File: src/rtl/imem_ctrl.sv
// Instruction memory arbiter: shares one synchronous RAM port between
// the program loader and the core fetch port, holding the core in BOOT.
module imem_ctrl #(
    parameter int          DEPTH    = 1024,
    parameter int          AW       = $clog2(DEPTH),
    parameter int          LOAD_CAP = 4,
    parameter logic [31:0] NOP_INSN = 32'h0000_0013
) (
    input  logic          clk,
    input  logic          rst,
    input  logic          fetch_req,
    input  logic [31:0]   fetch_addr,
    output logic          fetch_gnt,
    output logic          fetch_rvalid,
    output logic [31:0]   fetch_rdata,
    output logic          fetch_err,
    input  logic          load_req,
    input  logic [AW-1:0] load_addr,
    input  logic [31:0]   load_wdata,
    output logic          load_gnt,
    input  logic          load_done,
    output logic          core_hold,
    output logic          mem_en,
    output logic          mem_we,
    output logic [AW-1:0] mem_addr,
    output logic [31:0]   mem_wdata,
    input  logic [31:0]   mem_rdata
);

    localparam int          SW       = $clog2(LOAD_CAP + 1);
    localparam logic [SW-1:0] CAP    = SW'(LOAD_CAP);
    localparam logic [31:0] BYTE_LIM = 32'(DEPTH * 4);

    typedef enum logic {
        BOOT,
        RUN
    } state_e;

    state_e        state_q, state_d;
    logic [SW-1:0] starve_q, starve_d;
    logic          rvalid_q, rvalid_d;
    logic          err_q, err_d;

    logic fetch_legal;
    logic load_win;
    logic fetch_win;

    assign fetch_legal = (fetch_addr[1:0] == 2'b00)
                      && (fetch_addr < BYTE_LIM);

    always_comb begin
        state_d   = state_q;
        starve_d  = starve_q;
        rvalid_d  = 1'b0;
        err_d     = 1'b0;
        load_win  = 1'b0;
        fetch_win = 1'b0;

        if (!rst) begin
            unique case (state_q)
                BOOT: begin
                    load_win = load_req;
                    if (load_done) begin
                        state_d = RUN;
                    end
                end
                RUN: begin
                    load_win  = load_req
                             && !(fetch_req && starve_q == CAP);
                    fetch_win = !load_win && fetch_req;
                    // A load beating a waiting fetch implies starve_q < CAP,
                    // so the increment can never run past the cap.
                    if (load_win) begin
                        starve_d = fetch_req ? starve_q + SW'(1) : '0;
                    end else if (fetch_win) begin
                        starve_d = '0;
                    end
                end
            endcase
        end

        if (fetch_win) begin
            rvalid_d = 1'b1;
            err_d    = !fetch_legal;
        end
    end

    always_comb begin
        load_gnt  = load_win;
        fetch_gnt = fetch_win;
        mem_en    = 1'b0;
        mem_we    = 1'b0;
        mem_addr  = '0;
        mem_wdata = '0;

        if (load_win) begin
            mem_en    = 1'b1;
            mem_we    = 1'b1;
            mem_addr  = load_addr;
            mem_wdata = load_wdata;
        end else if (fetch_win && fetch_legal) begin
            mem_en   = 1'b1;
            mem_addr = fetch_addr[AW+1:2];
        end
    end

    always_ff @(posedge clk) begin
        if (rst) begin
            state_q  <= BOOT;
            starve_q <= '0;
            rvalid_q <= 1'b0;
            err_q    <= 1'b0;
        end else begin
            state_q  <= state_d;
            starve_q <= starve_d;
            rvalid_q <= rvalid_d;
            err_q    <= err_d;
        end
    end

    // Masking with rst drops a response whose grant preceded the reset.
    assign fetch_rvalid = rvalid_q && !rst;
    assign fetch_err    = fetch_rvalid && err_q;
    assign core_hold    = rst || (state_q == BOOT);

    always_comb begin
        fetch_rdata = '0;
        if (fetch_rvalid) begin
            fetch_rdata = err_q ? NOP_INSN : mem_rdata;
        end
    end

endmodule
File: config.mk
export PLATFORM = sky130hd
export DESIGN_NAME = imem_ctrl
export DESIGN_NICKNAME = d
export VERILOG_FILES = /design/src/rtl/imem_ctrl.sv
export SDC_FILE = /design/constraint.sdc
export NUM_CORES = 1
export LEC_CHECK = 0
export BUFFER_PORTS_ARGS = -buffer_cell sky130_fd_sc_hd__buf_4
export CORE_AREA = 2 2 74 76
export CTS_CLUSTER_SIZE = 30
export DETAILED_ROUTE_END_ITERATION = 6
export DIE_AREA = 0 0 76 78
export SETUP_SLACK_MARGIN = 0.3
export SLEW_MARGIN = 40
export SYNTH_ARGS = -nofsm -noshare
export SYNTH_HDL_FRONTEND = slang
export SYNTH_SLANG_ARGS = --single-unit
File: constraint.sdc
create_clock -name clk -period 3.2 [get_ports clk]
set_clock_uncertainty 0.1 [all_clocks]
set_input_delay 0.64 -clock clk [delete_from_list [all_inputs] [get_ports clk]]
set_output_delay 0.64 -clock clk [all_outputs]
set_load 0.01 [all_outputs]
==> results of run 1 <==
==> worst max-delay path by stage <==
stage,from,to,slack (ps),cells after the start
finish,load_req,mem_addr[3],400,6
global route,starve_q[0],mem_addr[0],310,7
CTS,load_req,mem_addr[1],390,6
detailed placement,load_req,mem_addr[1],390,6
global placement,load_req,mem_addr[1],430,6
floorplan,rst,mem_addr[0],770,5
==> synth_stat cells (all sizes together), types with 2 or more instances <==
master	n	area share, %
a21oi	3	1.6
a22o	10	11
and2	63	42
buf	3	2.5
clkbuf	7	2.9
dfxtp	6	13
ha	2	2.7
inv	5	2.0
nand2	6	2.4
nand4	2	1.3
nor2	13	5.2
nor3b	2	2.1
nor4	5	3.3
o21ai	2	1.1
==> stage by stage <==
stage,setup WS [ps],cells,total power [mW]
detailed placement,392,390,0.281
CTS,387,393,0.398
finish,405,393,0.395
global route,309,393,0.417
global placement,426,390,0.279
floorplan,775,137,0.135
==> state kept, by name, indices dropped and copies added (netlist names) <==
name      flops
err_q         1
rvalid_q      1
starve_q      3
state_q       1
==> kinds of logic (layout without fill, tap and decap cells) <==
group           after synthesis  in the layout  synth area share [%]
fa+ha+maj                     2              2                  2.65
compound gates               16             16                  14.1
simple gates                 98             98                  63.1
buf+inv                      15            201                  7.43
flops                         6              6                  12.7
==> power by group <==
group | internal [mW] | switching [mW]
clock network | 0.0811 | 0.0360
registers | 0.0773 | 0.00226
logic | 0.137 | 0.0614
==> area by class of cell <==
cell class | count | area [um2]
tap | 70 | 87.6
sequential | 6 | 120
multi-input combinational | 116 | 759
inverter | 5 | 18.8
clock buffer | 3 | 41.3
timing repair buffer | 193 | 1450
fill | 511 | 2570
==> critical path, stage by stage <==
cell      delay, ps
buf_4           120
a21boi_1        140
or3_4           380
nor3_4          440
a22o_2          220
buf_4           110
==> routing by layer <==
layer | wire length, um | vias up | GRT usage (%)
li1 | - | 815 | -
met1 | 1370 | 674 | 12.6
met2 | 2520 | 122 | 29.1
met3 | 753 | 10 | 6.63
met4 | 90 | 0 | 5.64
met5 | 0 | - | 0
==> metrics, run 1 <==
minimum clock period=2800 ps; CTS tree=yes; Non-Filler Cell Area, Final=2480 um2; YS warnings=0; Hold Fails Final Rpt=0; library cells used by synthesis=26; max_slew headroom=67.4%; DR DRC count=0; ratio of final minimum period to clock period=87.4%; DR WL/cell=12.0 um; Slew Limit Fails=0; CP Data Arrival Time=2060 ps; DR iter-0 viols=11; Hold Path Cell Cnt=2; fraction of final layout cells sized beyond drive strength 1=65.3%; post-synthesis sequential area ratio=12.7%; reg2reg end=starve_q[0]; Max Fclk=358 MHz; Clock Latency Late Sink=230 ps; WHS Endpoint=starve_q[0]; kind of critical path=input port to primary output; FF-to-FF setup slack=1800 ps; status=finished, final reports clean; DP Wirelength=4200 um; initial antenna violation count=0; routability cong.=0.730; H-tree levels=1; WL final=4730 um; flops & latches, synth=6; Setup TNS Final=0 ps; Syn Inst Count=137; antenna viol nets, final=0; worst r2r path cells=6; CP Capture Type=primary output; First-pass DRT Iterations=4; number of synthesized flops with an enable pin=0; Initial Utilization=18.7%; Ports=192; area of placed instances=2430 um2; hold wc startpoint=starve_q[0]; Vias/cell=4.12; row cnt=26; Area Overhead vs Synth=162%; largest net degree at the start of global routing=46; CP Launch Type=input port; post-CTS resize count=0; max-capacitance violation count=0; measured slew at the worst slew-check pin=483 ps; R2R Path Start=starve_q[0]; vias in the first global route=1565; CTS Hold Buffers Added=0; Worst VDD drop=0.104 mV; most frequent cells in the layout=buf_4, and2_1, nor2_1; Synth Area per Inst=6.89 um2; Die Height=78 um; routed vias=1621; n_diodes=0; post-CTS setup buffers=0; commonest non-fill, non-tap cell in the layout=buf_4; die width=76 um; number of buffers created by CTS=3; Final nets=438; FFs w/ async S/R, synth=0%; Reg clk slew, reported paths=40 ps; syn_nets=250; WHS=370 ps; crit-path max FO=11; ys flop type=dfxtp_1; Worst EP required=2460 ps; pwr/cell area=159 nW/um2; Mapped Area=943 um2; core area=5040 um2; deepest clock path buffer count=2; Util after Layout=49.1%; Hold/Removal Path Class=register to register; Remaining Overflow, GRT=0; Total GRT Usage=14.6%; RSZ-0062 raised after global routing=false; IO Port Bufs=191; Setup violations, final=0; Clock Root Buffer=clkbuf_8; die footprint=5930 um2; Sinks on Clock Net=6; P_leak=1.39 nW; global-route wire length before repair=7070 um
Note: power is estimated with default switching activity, not from simulation.
==> run 2, diff against run 1 <==
--- a/config.mk
+++ b/config.mk
@@ -10,6 +10,7 @@
 export CTS_CLUSTER_SIZE = 30
 export DETAILED_ROUTE_END_ITERATION = 6
 export DIE_AREA = 0 0 76 78
+export GPL_TIMING_DRIVEN = 0
 export SETUP_SLACK_MARGIN = 0.3
 export SLEW_MARGIN = 40
 export SYNTH_ARGS = -nofsm -noshare
==> metrics, run 2 (synthesis results as in run 1) <==
status=finished, final reports clean; routed vias=1639; crit-path max FO=10; CP Launch Type=input port; vias in the first global route=1591; CP Capture Type=primary output; Slew Limit Fails=0; Reg clk slew, reported paths=40 ps; uppermost layer routed=met4; P_leak=1.41 nW; Buf/Inv on CP=3; Sinks on Clock Net=6; Worst VDD drop=0.0956 mV; Initial Utilization=18.7%; Worst EP required=2460 ps; minimum clock period=2670 ps; Total GRT Usage=14.8%; area of placed instances=2460 um2; deepest clock path buffer count=2; row cnt=26; Setup violations, final=0; crit path cell chain=buf_4, a21boi_1, or3_4, nor3_4, buf_6, a22o_2, buf_4; Die Height=78 um; FF-to-FF setup slack=1760 ps; metal1 wirelength=1520 um; post-CTS resize count=0; reg2reg end=starve_q[2]; core area=5040 um2; Setup TNS Final=0 ps; Area Overhead vs Synth=166%; initial antenna violation count=0; DR DRC count=0; post-CTS setup buffers=0; R2R Path Start=starve_q[0]; die footprint=5930 um2; antenna viol nets, final=0; IO Port Bufs=190; CTS Hold Buffers Added=0; Final nets=445; Critical Path Most Common Cell=buf_4; die width=76 um; max_slew headroom=69.4%; First-pass DRT Iterations=4; commonest non-fill, non-tap cell in the layout=buf_4; number of buffers created by CTS=3; Vias/cell=4.10; met2 wire length=2600 um; Hold/Removal Path Class=register to register; CP Data Arrival Time=1930 ps; Clock Root Buffer=clkbuf_8; WL final=4880 um; DR iter-0 viols=26; Crit path max-delay family=simple AND/OR/NAND/NOR gates; Ports=192; met3 wire len=718 um; kind of critical path=input port to primary output; # fillers=516; Remaining Overflow, GRT=0; H-tree levels=1; pwr/cell area=157 nW/um2; ratio of final minimum period to clock period=83.4%; n_diodes=0; RSZ-0062 raised after global routing=false; max reg flops=3; routability cong.=0.716; Hold Path Cell Cnt=2; fraction of final layout cells sized beyond drive strength 1=64.5%; Non-Filler Cell Area, Final=2510 um2; Top reg by flops=starve_q; Max Fclk=375 MHz; FF/Latch Area=120 um2; WHS Endpoint=starve_q[1]; worst-path cell with the longest stage delay=or3_4; DP Wirelength=4360 um; CTS tree=yes; max-capacitance violation count=0; area occupied by multi-input gates=759 um2; max incr delay on CP=380 ps; hold wc startpoint=starve_q[1]; measured slew at the worst slew-check pin=455 ps; Hold Fails Final Rpt=0; DR WL/cell=12.2 um; Clock Latency Late Sink=230 ps; worst r2r path cells=6; global-route wire length before repair=7210 um; most frequent cells in the layout=buf_4, and2_1, nor2_1; largest net degree at the start of global routing=12
[run 2: changes by cell type in the layout (fill, tap and decap cells not counted)]
cell / previous run / this run
clkbuf_2: 0 / 2
buf_6: 0 / 1
clkbuf_1: 0 / 5
buf_4: 193 / 191
buf_2: 0 / 1
[run 2: how the worst max path moves through the flow]
stage,to,slack [ps],cells after the start,startpoint
floorplan,mem_addr[0],770,5,rst
global placement,fetch_rdata[25],470,7,rst
detailed placement,mem_wdata[30],460,7,fetch_req
CTS,mem_wdata[30],390,8,starve_q[0]
global route,mem_wdata[23],340,8,starve_q[0]
finish,mem_addr[1],530,7,load_req
[run 2: layer usage]
metal	GRT usage, %	up-vias
met5	0	-
met4	3.27	0
met3	6.98	5
met2	30.9	115
met1	12.4	691
li1	-	828
[run 2: area by class of cell]
class / instances / area share [%]
plain buffers: 10 / 2.10
repair buffers: 190 / 56.9
clock buffers: 3 / 1.65
inverters: 5 / 0.749
flip-flops and latches: 6 / 4.79
multi-input cells: 116 / 30.3
well taps: 70 / 3.49
[run 2: power by group]
group	internal, mW	switching (mW)	total [mW]	leakage, nW
clock	0.0808	0.0331	0.114	0.0216
combinational	0.137	0.0627	0.200	1.34
sequential	0.0773	0.00223	0.0796	0.0488
total	0.296	0.0981	0.394	1.41
[run 2: worst min-delay path, delay by kind of cell (launching register included)]
family           cells  cell delay, ps
flip-flops           1             310
AND/OR/NAND/NOR      1              60
AO/OA/AOI/OAI        1              50
[run 2: metrics by stage]
stage                     cells  util, %  setup WS, ps  total power [mW]  hold slack [ps]
final                       400     49.7           531             0.394              368
after detailed placement    397     48.7           464             0.282              368
after CTS                   400     49.6           386             0.397              374
after floorplan             137        -           775             0.135              349
after global routing        400     49.7           342             0.415              420
after global placement      397     48.7           469             0.280              357
==> run 3, diff against run 2 <==
--- a/config.mk
+++ b/config.mk
@@ -5,11 +5,12 @@
 export SDC_FILE = /design/constraint.sdc
 export NUM_CORES = 1
 export LEC_CHECK = 0
+export ABC_AREA = 1
 export BUFFER_PORTS_ARGS = -buffer_cell sky130_fd_sc_hd__buf_4
-export CORE_AREA = 2 2 74 76
+export CORE_AREA = 2 2 75 77
 export CTS_CLUSTER_SIZE = 30
 export DETAILED_ROUTE_END_ITERATION = 6
-export DIE_AREA = 0 0 76 78
+export DIE_AREA = 0 0 77 79
 export GPL_TIMING_DRIVEN = 0
 export SETUP_SLACK_MARGIN = 0.3
 export SLEW_MARGIN = 40
==> constraint.sdc (replaced) <==
create_clock -name clk -period 2.6 [get_ports clk]
set_clock_uncertainty 0.1 [all_clocks]
set_input_delay 0.52 -clock clk [delete_from_list [all_inputs] [get_ports clk]]
set_output_delay 0.52 -clock clk [all_outputs]
set_load 0.01 [all_outputs]
==> metrics, run 3 <==
status=finished, final reports clean; Non-Filler Cell Area, Final=3160 um2; # fillers=503; most frequent cells in the layout=buf_4, nand2_1, nor2_1; Slew Limit Fails=0; Reg clk slew, reported paths=40 ps; ys flop type=dfxtp_1; Worst EP required=1980 ps; synth cell count leaders=nor2_1, nand2_1, inv_1, nand3_1, buf_2; DR WL/cell=11.7 um; Final nets=559; First-pass DRT Iterations=6; DP Wirelength=4430 um; global-route wire length before repair=8520 um; routed vias=2131; Remaining Overflow, GRT=0; post-synthesis sequential area ratio=11.1%; deepest clock path buffer count=2; R2R Path Start=starve_q[0]; RSZ-0062 raised after global routing=true; Vias/cell=4.13; die footprint=6080 um2; Synth Area per Inst=4.60 um2; placed insts=499; Hold Fails Final Rpt=0; Pwr Total=609 uW; largest net degree at the start of global routing=12; minimum clock period=2300 ps; H-tree levels=1; IO Port Bufs=191; fraction of final layout cells sized beyond drive strength 1=59.0%; WL final=6020 um; Top reg by flops=starve_q; CTS Hold Buffers Added=0; Setup WS pre-CTS=334 ps; Setup TNS Final=0 ps; CP Capture Type=primary output; Worst Slack Setup Final=303 ps; WHS Endpoint=starve_q[0]; routability cong.=0.764; number of synthesized flops with an enable pin=0; hold wc startpoint=state_q; Setup violations, final=0; count leader, synth=nor2_1; DR DRC count=0; Area contributors post-synth=nor2_1, nand2_1, inv_1; core area=5340 um2; Hold Path Cell Cnt=2; number of buffers created by CTS=3; Clock Root Buffer=clkbuf_8; max_slew headroom=71.5%; post-synth top area share=28.7%; P_leak=1.84 nW; row cnt=27; max reg flops=3; reg2reg end=err_q; YS warnings=0; n_diodes=0; Die Height=79 um; vias in the first global route=1823; non-filler cells in the finished layout=516; syn_nets=349; CP Data Arrival Time=1680 ps; Max Fclk=435 MHz; area of placed instances=2610 um2; measured slew at the worst slew-check pin=428 ps; DR iter-0 viols=45; flops & latches, synth=6; die width=77 um; initial antenna violation count=0; Area Overhead vs Synth=191%; Ports=192; FF-to-FF setup slack=1220 ps; pwr/cell area=193 nW/um2; commonest non-fill, non-tap cell in the layout=buf_4; Initial Utilization=20.3%; Hold/Removal Path Class=register to register; Clock Latency Late Sink=220 ps; kind of critical path=register to primary output; Sinks on Clock Net=6; CP Launch Type=register; worst r2r path cells=9; crit-path max FO=5; Worst VDD drop=0.336 mV; Total GRT Usage=16.6%; Mapped Area=1090 um2; library cells used by synthesis=22; antenna viol nets, final=0; ratio of final minimum period to clock period=88.3%; CTS tree=yes; largest area contributor in the netlist=nor2_1; FFs w/ async S/R, synth=0%; max-capacitance violation count=0; Syn Inst Count=236
[run 3: cell types whose count changed in the layout (fill, tap and decap cells not counted), moves of 24 or more]
cell | previous run | this run
nor2_4 | 0 | 24
and2_1 | 63 | 0
inv_1 | 5 | 39
nand2_1 | 6 | 61
nor2_1 | 13 | 53
buf_6 | 1 | 29
[run 3: metrics by stage]
step	hold slack (ps)	util, %
2_1_floorplan	372	-
5_1_grt	417	59.2
3_3_place_gp	397	48.9
4_1_cts	404	53.7
6_report	400	59.2
3_5_place_dp	404	48.9
[run 3: worst max-delay path by stage]
stage,start,end,slack (ps)
3_3_place_gp,fetch_req,mem_wdata[23],340
6_report,starve_q[0],mem_wdata[17],300
5_1_grt,starve_q[0],mem_wdata[17],200
4_1_cts,starve_q[0],mem_wdata[7],210
2_1_floorplan,fetch_addr[1],mem_addr[0],690
3_5_place_dp,fetch_req,mem_wdata[23],330
[run 3: layout make-up]
| class | instances | area, um2 | area share [%] |
|---|---|---|---|
| Clock buffer | 3 | 41.3 | 1.31 |
| Buffer | 13 | 126 | 4.00 |
| Sequential cell | 6 | 123 | 3.88 |
| Timing Repair inverter | 1 | 7.51 | 0.237 |
| Inverter | 44 | 173 | 5.46 |
| Tap cell | 72 | 90.1 | 2.85 |
| Timing Repair Buffer | 204 | 1650 | 52.1 |
| Multi-Input combinational cell | 173 | 953 | 30.2 |
[run 3: critical path, stage by stage (launching register included)]
cell and delay, ps:
dfxtp_2 330, inv_2 50, ha_4 160, nand3_4 80, nor2_4 40, nor3_4 220
buf_6 170, inv_8 50, buf_8 130, nor2_1 100, buf_4 140
[run 3: layer usage]
| layer | GRT usage, % | routed length, um | vias up |
|---|---|---|---|
| met1 | 19.0 | 2160 | 921 |
| met4 | 3.21 | 113 | 0 |
| met3 | 3.07 | 462 | 10 |
| met5 | 0 | 0 | - |
| met2 | 32.4 | 3290 | 105 |
| li1 | - | - | 1095 |
[run 3: logic make-up after synthesis]
logic type	after synthesis	share of synthesized area, %
XOR/XNOR	1	0.807
AO/OA/AOI/OAI	6	2.76
buffers and inverters	57	22.2
flip-flops	6	11.1
AND/OR/NAND/NOR	164	60.8
adder cells (fa/ha/maj)	2	2.30
[run 3: power breakdown]
group / leakage, nW / switching (mW) / internal, mW / total [mW]
logic: 1.77 / 0.152 / 0.221 / 0.373
clock network: 0.0216 / 0.0361 / 0.0991 / 0.135
registers: 0.0499 / 0.00331 / 0.0975 / 0.101
[run 3: repair_timing]
action | CTS | global route
gates resized for setup | 53 | 63
pin swaps | 4 | 3
gates cloned | 4 | 0
endpoints found under the setup margin | 40 | 43
setup buffers | 4 | 6
